[src/rtl/lcd_hd44780_driver_if.sv]
// Request channel between the LSU's LCD register and lcd_hd44780_driver.
//   valid : master -> slave, request present; payload must stay stable until accepted
//   rs    : master -> slave, 0 = instruction register, 1 = data register
//   data  : master -> slave, byte to write
//   ready : slave -> master, slave can take a request this cycle
// Handshake: a request transfers on a rising clock edge where valid && ready are both 1.
// The master holds valid and payload until that edge. The slave may drop ready at any time,
// and ready does not depend on valid. A request offered while ready=0 is not stored.
interface lcd_hd44780_driver_if;
  logic       valid;
  logic       rs;
  logic [7:0] data;
  logic       ready;

  modport master (output valid, output rs, output data, input ready);
  modport slave  (input valid, input rs, input data, output ready);
endinterface

[src/rtl/lcd_hd44780_driver.sv]
// HD44780 write-only bus driver.
// On its own it runs the power-up init sequence: 38,38,38,38,0C,01,06, all with RS=0.
// It then accepts byte writes on a valid/ready channel. Each write becomes one E-strobed bus
// cycle with programmable setup, pulse, hold and execution wait.
// Ports:
//   clk_i, rst_i  : clock, synchronous active-high reset
//   req           : request channel (slave modport), see lcd_hd44780_driver_if
//   init_done_o   : init sequence finished (sticky until reset)
//   lcd_data_o    : DB[7:0]
//   lcd_rs_o      : RS
//   lcd_rw_o      : RW, always 0
//   lcd_en_o      : E
//   lcd_on_o      : panel power enable
//   dbg_state_o   : current FSM state, for observation
module lcd_hd44780_driver #(
  parameter int T_PWRUP = 750000,
  parameter int T_SETUP = 4,
  parameter int T_EPW   = 16,
  parameter int T_HOLD  = 4,
  parameter int T_EXEC  = 2000,
  parameter int T_CLEAR = 82000
) (
  input  logic                clk_i,
  input  logic                rst_i,
  lcd_hd44780_driver_if.slave req,
  output logic                init_done_o,
  output logic [7:0]          lcd_data_o,
  output logic                lcd_rs_o,
  output logic                lcd_rw_o,
  output logic                lcd_en_o,
  output logic                lcd_on_o,
  output logic [2:0]          dbg_state_o
);

  function automatic int max_i(input int a, input int b);
    return (a > b) ? a : b;
  endfunction

  localparam int T_MAX = max_i(max_i(max_i(T_PWRUP, T_SETUP), max_i(T_EPW, T_HOLD)),
                               max_i(T_EXEC, T_CLEAR));
  localparam int CW = $clog2(T_MAX + 1);

  localparam logic [CW-1:0] LD_PWRUP = CW'(T_PWRUP - 1);
  localparam logic [CW-1:0] LD_SETUP = CW'(T_SETUP - 1);
  localparam logic [CW-1:0] LD_EPW   = CW'(T_EPW - 1);
  localparam logic [CW-1:0] LD_HOLD  = CW'(T_HOLD - 1);
  localparam logic [CW-1:0] LD_EXEC  = CW'(T_EXEC - 1);
  localparam logic [CW-1:0] LD_CLEAR = CW'(T_CLEAR - 1);

  localparam logic [2:0] INIT_LAST = 3'd7;  // index after the 7th ROM entry has been loaded

  typedef enum logic [2:0] {
    S_PWRUP = 3'd0,
    S_LOAD  = 3'd1,
    S_IDLE  = 3'd2,
    S_SETUP = 3'd3,
    S_PULSE = 3'd4,
    S_HOLD  = 3'd5,
    S_EXEC  = 3'd6
  } state_t;

  function automatic logic [7:0] init_rom(input logic [2:0] i);
    case (i)
      3'd0, 3'd1, 3'd2, 3'd3: return 8'h38;  // function set: 8-bit, 2-line, 5x8
      3'd4:                   return 8'h0C;  // display on, cursor off
      3'd5:                   return 8'h01;  // clear
      default:                return 8'h06;  // entry mode: increment
    endcase
  endfunction

  state_t        state_q;
  logic [CW-1:0] cnt_q;
  logic [2:0]    idx_q;
  logic          done_q;
  logic          ready_q;
  logic [7:0]    data_q;
  logic          rs_q;
  logic          en_q;
  logic          on_q;
  logic          cnt_zero;
  logic          long_exec;

  assign cnt_zero  = (cnt_q == '0);
  // Clear and Home need the long execution wait. Every other instruction or data write uses the
  // short wait.
  assign long_exec = !rs_q && ((data_q == 8'h01) || (data_q == 8'h02) || (data_q == 8'h03));

  always_ff @(posedge clk_i) begin
    if (rst_i) begin
      state_q <= S_PWRUP;
      cnt_q   <= '0;
      idx_q   <= '0;
      done_q  <= 1'b0;
      ready_q <= 1'b0;
      data_q  <= '0;
      rs_q    <= 1'b0;
      en_q    <= 1'b0;
      on_q    <= 1'b0;
    end else begin
      on_q <= 1'b1;
      case (state_q)
        S_PWRUP: begin
          // The counter leaves reset at 0. The first cycle out of reset (on_q still 0) arms the
          // power-up wait instead of ending it.
          if (!on_q) begin
            cnt_q <= LD_PWRUP;
          end else if (cnt_zero) begin
            state_q <= S_LOAD;
          end else begin
            cnt_q <= cnt_q - CW'(1);
          end
        end
        S_LOAD: begin
          data_q  <= init_rom(idx_q);
          rs_q    <= 1'b0;
          idx_q   <= idx_q + 3'd1;
          cnt_q   <= LD_SETUP;
          state_q <= S_SETUP;
        end
        S_IDLE: begin
          if (req.valid && ready_q) begin
            data_q  <= req.data;
            rs_q    <= req.rs;
            ready_q <= 1'b0;
            cnt_q   <= LD_SETUP;
            state_q <= S_SETUP;
          end
        end
        S_SETUP: begin
          if (cnt_zero) begin
            en_q    <= 1'b1;
            cnt_q   <= LD_EPW;
            state_q <= S_PULSE;
          end else begin
            cnt_q <= cnt_q - CW'(1);
          end
        end
        S_PULSE: begin
          if (cnt_zero) begin
            en_q    <= 1'b0;
            cnt_q   <= LD_HOLD;
            state_q <= S_HOLD;
          end else begin
            cnt_q <= cnt_q - CW'(1);
          end
        end
        S_HOLD: begin
          if (cnt_zero) begin
            cnt_q   <= long_exec ? LD_CLEAR : LD_EXEC;
            state_q <= S_EXEC;
          end else begin
            cnt_q <= cnt_q - CW'(1);
          end
        end
        S_EXEC: begin
          if (cnt_zero) begin
            if (!done_q && (idx_q != INIT_LAST)) begin
              state_q <= S_LOAD;
            end else begin
              done_q  <= 1'b1;
              ready_q <= 1'b1;
              state_q <= S_IDLE;
            end
          end else begin
            cnt_q <= cnt_q - CW'(1);
          end
        end
        default: begin
          en_q    <= 1'b0;
          ready_q <= 1'b0;
          state_q <= S_PWRUP;
        end
      endcase
    end
  end

  assign req.ready   = ready_q;
  assign init_done_o = done_q;
  assign lcd_data_o  = data_q;
  assign lcd_rs_o    = rs_q;
  assign lcd_rw_o    = 1'b0;
  assign lcd_en_o    = en_q;
  assign lcd_on_o    = on_q;
  assign dbg_state_o = state_q;

endmodule

[src/flat_wrapper.sv]
// flat-port wrapper written by rule: the top's interface ports become plain ports
module lcd_hd44780_driver_flat 
#(
  parameter int T_PWRUP = 750000,
  parameter int T_SETUP = 4,
  parameter int T_EPW   = 16,
  parameter int T_HOLD  = 4,
  parameter int T_EXEC  = 2000,
  parameter int T_CLEAR = 82000
)
  (clk_i, rst_i, init_done_o, lcd_data_o, lcd_rs_o, lcd_rw_o, lcd_en_o, lcd_on_o, dbg_state_o, req_valid, req_rs, req_data, req_ready);
  lcd_hd44780_driver_if req_i ();
  input  logic clk_i;
  input  logic rst_i;
  output logic init_done_o;
  output logic [7:0] lcd_data_o;
  output logic lcd_rs_o;
  output logic lcd_rw_o;
  output logic lcd_en_o;
  output logic lcd_on_o;
  output logic [2:0] dbg_state_o;
  input wire logic [$bits(req_i.valid)-1:0] req_valid;
  input wire logic [$bits(req_i.rs)-1:0] req_rs;
  input wire logic [$bits(req_i.data)-1:0] req_data;
  output wire logic [$bits(req_i.ready)-1:0] req_ready;
  assign req_i.valid = req_valid;
  assign req_i.rs = req_rs;
  assign req_i.data = req_data;
  assign req_ready = req_i.ready;
  lcd_hd44780_driver #(.T_PWRUP(T_PWRUP), .T_SETUP(T_SETUP), .T_EPW(T_EPW), .T_HOLD(T_HOLD), .T_EXEC(T_EXEC), .T_CLEAR(T_CLEAR)) u_core (.clk_i(clk_i), .rst_i(rst_i), .req(req_i), .init_done_o(init_done_o), .lcd_data_o(lcd_data_o), .lcd_rs_o(lcd_rs_o), .lcd_rw_o(lcd_rw_o), .lcd_en_o(lcd_en_o), .lcd_on_o(lcd_on_o), .dbg_state_o(dbg_state_o));
endmodule
[config.mk]
export PLATFORM = sky130hd
export DESIGN_NAME = lcd_hd44780_driver_flat
export DESIGN_NICKNAME = d
export VERILOG_FILES = /design/src/rtl/lcd_hd44780_driver_if.sv /design/src/rtl/lcd_hd44780_driver.sv /design/src/flat_wrapper.sv
export SDC_FILE = /design/constraint.sdc
export NUM_CORES = 1
export LEC_CHECK = 0
export CAP_MARGIN = 20
export CORE_MARGIN = 1.5
export CORE_UTILIZATION = 51
export CTS_BUF_LIST = sky130_fd_sc_hd__clkbuf_8
export CTS_CLUSTER_DIAMETER = 150
export CTS_CLUSTER_SIZE = 25
export DETAILED_ROUTE_END_ITERATION = 7
export GPL_ROUTABILITY_DRIVEN = 1
export MAX_ROUTING_LAYER = met4
export PLACE_DENSITY = 0.74
export SYNTH_ARGS = -nofsm -noshare
export SYNTH_HDL_FRONTEND = slang
export SYNTH_SLANG_ARGS = --single-unit
export TNS_END_PERCENT = 1
[constraint.sdc]
create_clock -name clk_i -period 3.8 [get_ports clk_i]
set_input_delay 0.95 -clock clk_i [delete_from_list [all_inputs] [get_ports clk_i]]
set_output_delay 0.95 -clock clk_i [all_outputs]
set_load 0.05 [all_outputs]
Word level (Yosys, flattened, before mapping)
Cells that the tools add are included.
{"block": "totals", "latch_bits": 0, "input_bits": 12, "romBits": 0, "ff_bits": 39, "mem_bits_rw": 0, "memories": 0}
{"block": "op_classes", "add_sub_neg": 2, "magnitude_cmp": 0, "n_reduce_logical": 21, "n_mul": 0, "n_shift": 0, "muxes": 30, "div": 0, "n_bitwise": 3, "eq_ne": 23}
{"operator": "case mux 20 bit (7 select lines)", "count": 1}
{"operator": "2-to-1 mux 20 bit", "count": 6}
{"operator": "2-to-1 mux 3 bit", "count": 7}
{"operator": "case mux 3 bit (7 select lines)", "count": 1}
{"operator": "logical NOT 20 bit", "count": 1}
{"operator": "subtractor 20 x 1 -> 20 bit (second input constant)", "count": 1}
{"operator": "case mux 6 bit (3 select lines)", "count": 1}
{"operator": "2-to-1 mux 17 bit", "count": 1}
{"operator": "equality test 8 x 2 -> 1 bit (second input constant)", "count": 2}
{"operator": "case mux 8 bit (2 select lines)", "count": 1}
{"operator": "equality test 3 bit (second input constant)", "count": 5}
{"operator": "inequality test 2 x 1 -> 1 bit (second input constant)", "count": 7}
{"operator": "equality test 3 x 2 -> 1 bit (second input constant)", "count": 4}
{"operator": "OR reduction 5 bit", "count": 2}
{"operator": "equality test 8 x 1 -> 1 bit (second input constant)", "count": 1}
{"operator": "2-to-1 mux 8 bit", "count": 1}
{"operator": "2-to-1 mux 1 bit", "count": 7}
{"operator": "AND reduction 7 bit", "count": 1}
{"operator": "nonzero test 7 bit", "count": 1}
{"operator": "equality test 3 x 1 -> 1 bit (second input constant)", "count": 2}
{"operator": "logical NOT 3 bit", "count": 2}
{"operator": "case mux 1 bit (3 select lines)", "count": 2}
{"operator": "AND reduction 3 bit", "count": 2}
{"operator": "AND reduction 2 bit", "count": 2}
{"operator": "other kinds (12)", "count": 18}

Depth between registers and ports, before layout
{"block": "depth", "ltp_word": 7, "ltp_mapped": 11, "depth_no_buf": 11}

Least setup slack after synthesis
No wires, ideal clock.
{"block": "synth_timing", "path_type": "flip-flop to flip-flop", "startpoint": "reg u_core.state_q[0], in the netlist u_core.dbg_state_o[0]", "endpoint": "reg u_core.cnt_q[12]", "slack_ps": 1163, "stages_incl_launch_ff": 11, "setup_time_ps": 130, "t_arrival_ps": 2507, "t_required_ps": 3670, "period_less_slack_ps": 2637, "path_cell_list": "dfxtp_1 -> inv_1 -> ha_1 -> clkbuf_1 -> or3_1 -> o2bb2ai_1 -> buf_2 -> buf_1 -> nor2_1 -> o21ai_0 -> a21oi_1"}
{"block": "synth_via", "elab_chain_len": 3, "word_cells_on_any_way": 11}
{"item": "start: declaration", "line": "lcd_hd44780_driver.sv:71", "source": "state_t state_q;"}
{"item": "start signal: assignment", "line": "lcd_hd44780_driver.sv:90", "source": "state_q <= S_PWRUP;"}
{"item": "start signal: assignment", "line": "lcd_hd44780_driver.sv:108", "source": "state_q <= S_LOAD;"}
{"item": "start signal: assignment", "line": "lcd_hd44780_driver.sv:118", "source": "state_q <= S_SETUP;"}
{"item": "equality test 3 x 1 -> 1 bit (tied with other cells)"}
{"item": "nonzero test 7 bit (no line) / inequality test 2 x 1 -> 1 bit (equally long branches)"}
{"item": "AND reduction 2 bit (no line)"}
{"item": "end signal: assignment", "line": "lcd_hd44780_driver.sv:110", "source": "cnt_q <= cnt_q - CW'(1);"}
{"item": "end signal: assignment", "line": "lcd_hd44780_driver.sv:135", "source": "cnt_q <= cnt_q - CW'(1);"}
{"item": "end signal: assignment", "line": "lcd_hd44780_driver.sv:144", "source": "cnt_q <= cnt_q - CW'(1);"}
{"item": "end: declaration", "line": "lcd_hd44780_driver.sv:72", "source": "logic [CW-1:0] cnt_q;"}
Parallel ways exist; a longest one is shown, timed or not.
A chain may end at the register's enable or synchronous reset.

Worst setup path after layout
{"block": "layout_timing", "startpoint": "reg u_core.state_q[2], in the netlist u_core.dbg_state_o[2]", "endpoint": "out dbg_state_o[2]"}
{"item": "end: declaration", "line": "flat_wrapper.sv:21", "source": "output logic [2:0] dbg_state_o;"}
No word-level cell between the ends.

==> reports/qor.csv <==
stage,metric,value,unit
logic_synthesis,synth_top_area_cell,dfxtp_1,
timing,setup-tns-final,0,ps
pwr,pwr_density_cell,318,nW/um^2
hold_path,holdPathStages,2,
drt,viasPerCell,6.71,
drt,dr_total_vias,2907,
setup_path,cp.required,2850,ps
status,outcome,"complete, no violations",
logic_synthesis,ys.flop_type,dfxtp_1,
logic_synthesis,ys_types,73,
logic_synthesis,syn_nets,367,
clocking,clockBufferDepth,2,
setup_path,arrival,2190,ps
timing,drv_slew,0,
pwr,leakagePower,1.04,nW
clocking,cts_hold_buf,0,
hold_path,hold_start,u_core.lcd_data_o[3]$_SDFFE_PP0P_,
timing,rsz0062_at_grt,false,
logic_synthesis,ys_seq_area_share,28.7,%
drt,drtAntennaViolNets,0,
cells_and_area,drive_gt1_share,9.37,%
drt,dr.first_iter.drc_count,309,
hold_path,hold_end,u_core.lcd_data_o[3]$_SDFFE_PP0P_,
grt,globalRouteTotalUtil,28.2,%
setup_path,worst-r2r-setup-slack,990,ps
drt,drt_first_pass_iters,5,
clocking,path_clk_slew,80,ps
logic_synthesis,synth_cells,344,
logic_synthesis,synth-edff-count,0,
timing,finalClockSkew,12.1,ps
placed_design,place_congestion,0.947,
placed_design,pre_cts_ws,914,ps
clocking,cts_buffers,5,
floorplan,dieArea,5780,sq um
timing,slew_headroom,40.2,%
clocking,cts_setup_buffers,0,
logic_synthesis,yosysWarnings,0,
setup_path,timing.rr.start,u_core.dbg_state_o[1]$_SDFFE_PP0P_,
floorplan,fp.dieW,76.0,microns
drt,drc,0,
pwr,p_sw,0.327,mW
clocking,clkSinkCount,39,
timing,min_period_over_period,82.5,%
timing,finalSetupViolCount,0,
logic_synthesis,ys_ff_latch,39,
setup_path,crit_path_start_kind,register,
grt,grt-ovfl-total,0,
pwr,p_int,0.661,mW
clocking,clock_tree.htree_level_count,2,
drt,wl_per_cell,18.3,microns
pwr,seqPwrFrac,46.6,%
cells_and_area,fin_nets,385,
setup_path,max_stage_delay,960,ps
logic_synthesis,avgSynthCellArea,7.90,sq um
pwr,total_power,0.988,mW
cells_and_area,num_antenna_cells,0,
placed_design,numPortBuffers,27,
logic_synthesis,netlist_area,2720,sq um
setup_path,cp-end-kind,primary output,
logic_synthesis,synth_common_cells,"dfxtp_1, nor2_1, a21oi_1, nand2_1, nor3_1",
clocking,clock_latency,300,ps
timing,hold_viol_final,0,
pwr,combinationalPowerShare,22.7,%
pwr,swShare,33.1,%
setup_path,r2r_cells,8,
hold_path,min_path_type,register to register,
floorplan,num_rows,26,
setup_path,critical-path-top-delay-family,buffers and inverters,
clocking,ctsResizeCount,0,
setup_path,crit_path_max_fanout,29,
setup_path,cp.buffers_inverters,1,
pwr,ir_worst_vdd,0.000170,V
placed_design,dp_hpwl,5620,microns
grt,grt_pass1_wl,12800,microns
grt,grt_max_degree,30,
logic_synthesis,post-synth-top-count-cell,dfxtp_1,
timing,fin_crit,3140,ps
logic_synthesis,synth_top_area_share,28.7,%
floorplan,coreArea,5110,sq um
clocking,cts_tree,done,
setup_path,slowest_stage,clkdlybuf4s50_1,
clocking,clock-root-buffer,clkbuf_8,
floorplan,die-height,76.0,microns
pwr,clockPowerShare,30.8,%
logic_synthesis,synth-async-reset-ratio,0,%
cells_and_area,syn2layout_area_growth,14.2,%
timing,fin_ws,663,ps
grt,grt_pass1_vias,2673,
setup_path,cp_cell_sequence,clkdlybuf4s50_1,
grt,antenna_found_initial,0,
floorplan,ios,29,
timing,worstMarginPinSlew,896,ps
logic_synthesis,synth_area_leaders,"dfxtp_1, ha_1, nor2_1",
floorplan,initial_core_util,53.2,%
setup_path,r2r_end,u_core.cnt_q[9]$_SDFFE_PP0P_,
drt,wirelength,7930,microns
run,cap_violations,0,
setup_path,crit_type,register to primary output,
timing,max_freq,0.319,GHz
[layout by cell type (no fill, tap or decap), drive strengths merged, types with 4 or more instances in the layout]
cell type | synthesis | routed
clkbuf | 14 | 6
nand3 | 10 | 10
or4 | 5 | 5
clkdlybuf4s50 | 0 | 27
o31ai | 7 | 7
o21ai | 13 | 13
a31oi | 11 | 11
nor4 | 8 | 8
o32ai | 4 | 4
ha | 11 | 11
nor3 | 17 | 17
a211oi | 6 | 6
buf | 9 | 7
o41ai | 4 | 4
o211ai | 8 | 8
a21oi | 27 | 27
nand4 | 10 | 10
or3 | 4 | 4
nand2b | 4 | 4
dfxtp | 39 | 39
a311oi | 4 | 4
inv | 11 | 12
nand2 | 24 | 24
nor2b | 5 | 5
nor2 | 35 | 35
[cells by family after synthesis]
group	share of synthesized area (%)
flops	28.7
fa+ha+maj	5.06
mux	1.15
simple gates	26.5
xor+xnor	0.967
buf+inv	6.03
other cells	0.138
compound gates	31.5
[power by group through the flow]
stage / registers, mW / clock network, mW / logic (mW)
2_1_floorplan: 0.466 / 0 / 0.158
3_3_place_gp: 0.469 / 0 / 0.217
3_5_place_dp: 0.469 / 0 / 0.217
4_1_cts: 0.459 / 0.305 / 0.218
5_1_grt: 0.463 / 0.322 / 0.244
6_report: 0.460 / 0.304 / 0.224
[area by class of cell]
cell class	instances	area (sq um)
inverter	12	45.0
clock buffer	6	82.6
multi-input combinational	270	1770
tap	70	87.6
timing repair buffer	34	323
clock inverter	2	12.5
sequential	39	781
fill	485	2000
[sequential cells by signal, indices dropped and copies added (netlist names)]
| register | flops |
|---|---|
| u_core.cnt_q | 20 |
| u_core.dbg_state_o | 3 |
| u_core.idx_q | 3 |
| u_core.req.ready | 1 |
| u_core.lcd_rs_o | 1 |
| u_core.lcd_data_o | 8 |
| u_core.init_done_o | 1 |
| u_core.lcd_on_o | 1 |
| u_core.lcd_en_o | 1 |
[worst max path at each step]
stage | slack, ps | to | startpoint | cells past startpoint
finish | 660 | dbg_state_o[2] | u_core.dbg_state_o[2]$_SDFFE_PP0P_ | 1
global route | 560 | dbg_state_o[2] | u_core.dbg_state_o[2]$_SDFFE_PP0P_ | 1
CTS | 700 | dbg_state_o[2] | u_core.dbg_state_o[2]$_SDFFE_PP0P_ | 1
detailed placement | 910 | u_core.cnt_q[3]$_SDFFE_PP0P_ | req_valid | 7
global placement | 950 | u_core.cnt_q[3]$_SDFFE_PP0P_ | req_valid | 7
floorplan | 1160 | u_core.cnt_q[12]$_SDFFE_PP0P_ | u_core.dbg_state_o[0]$_SDFFE_PP0P_ | 10
[metrics by stage]
stage	hold slack (ps)	cell area, sq um	cells	utilization, %
after global routing	520	3110	433	60.8
after CTS	487	3110	433	60.8
after global placement	470	3010	425	58.9
after floorplan	452	2720	344	-
after detailed placement	472	3010	425	58.9
final	489	3110	433	60.8
[metal layers]
| layer | track usage [%] | wire length [microns] |
|---|---|---|
| met1 | 36.2 | 3400 |
| met2 | 45.3 | 3740 |
| met4 | 9.81 | 129 |
| met5 | - | 0 |
| met3 | 4.43 | 659 |
No activity file was read; power rests on OpenSTA's default activity.
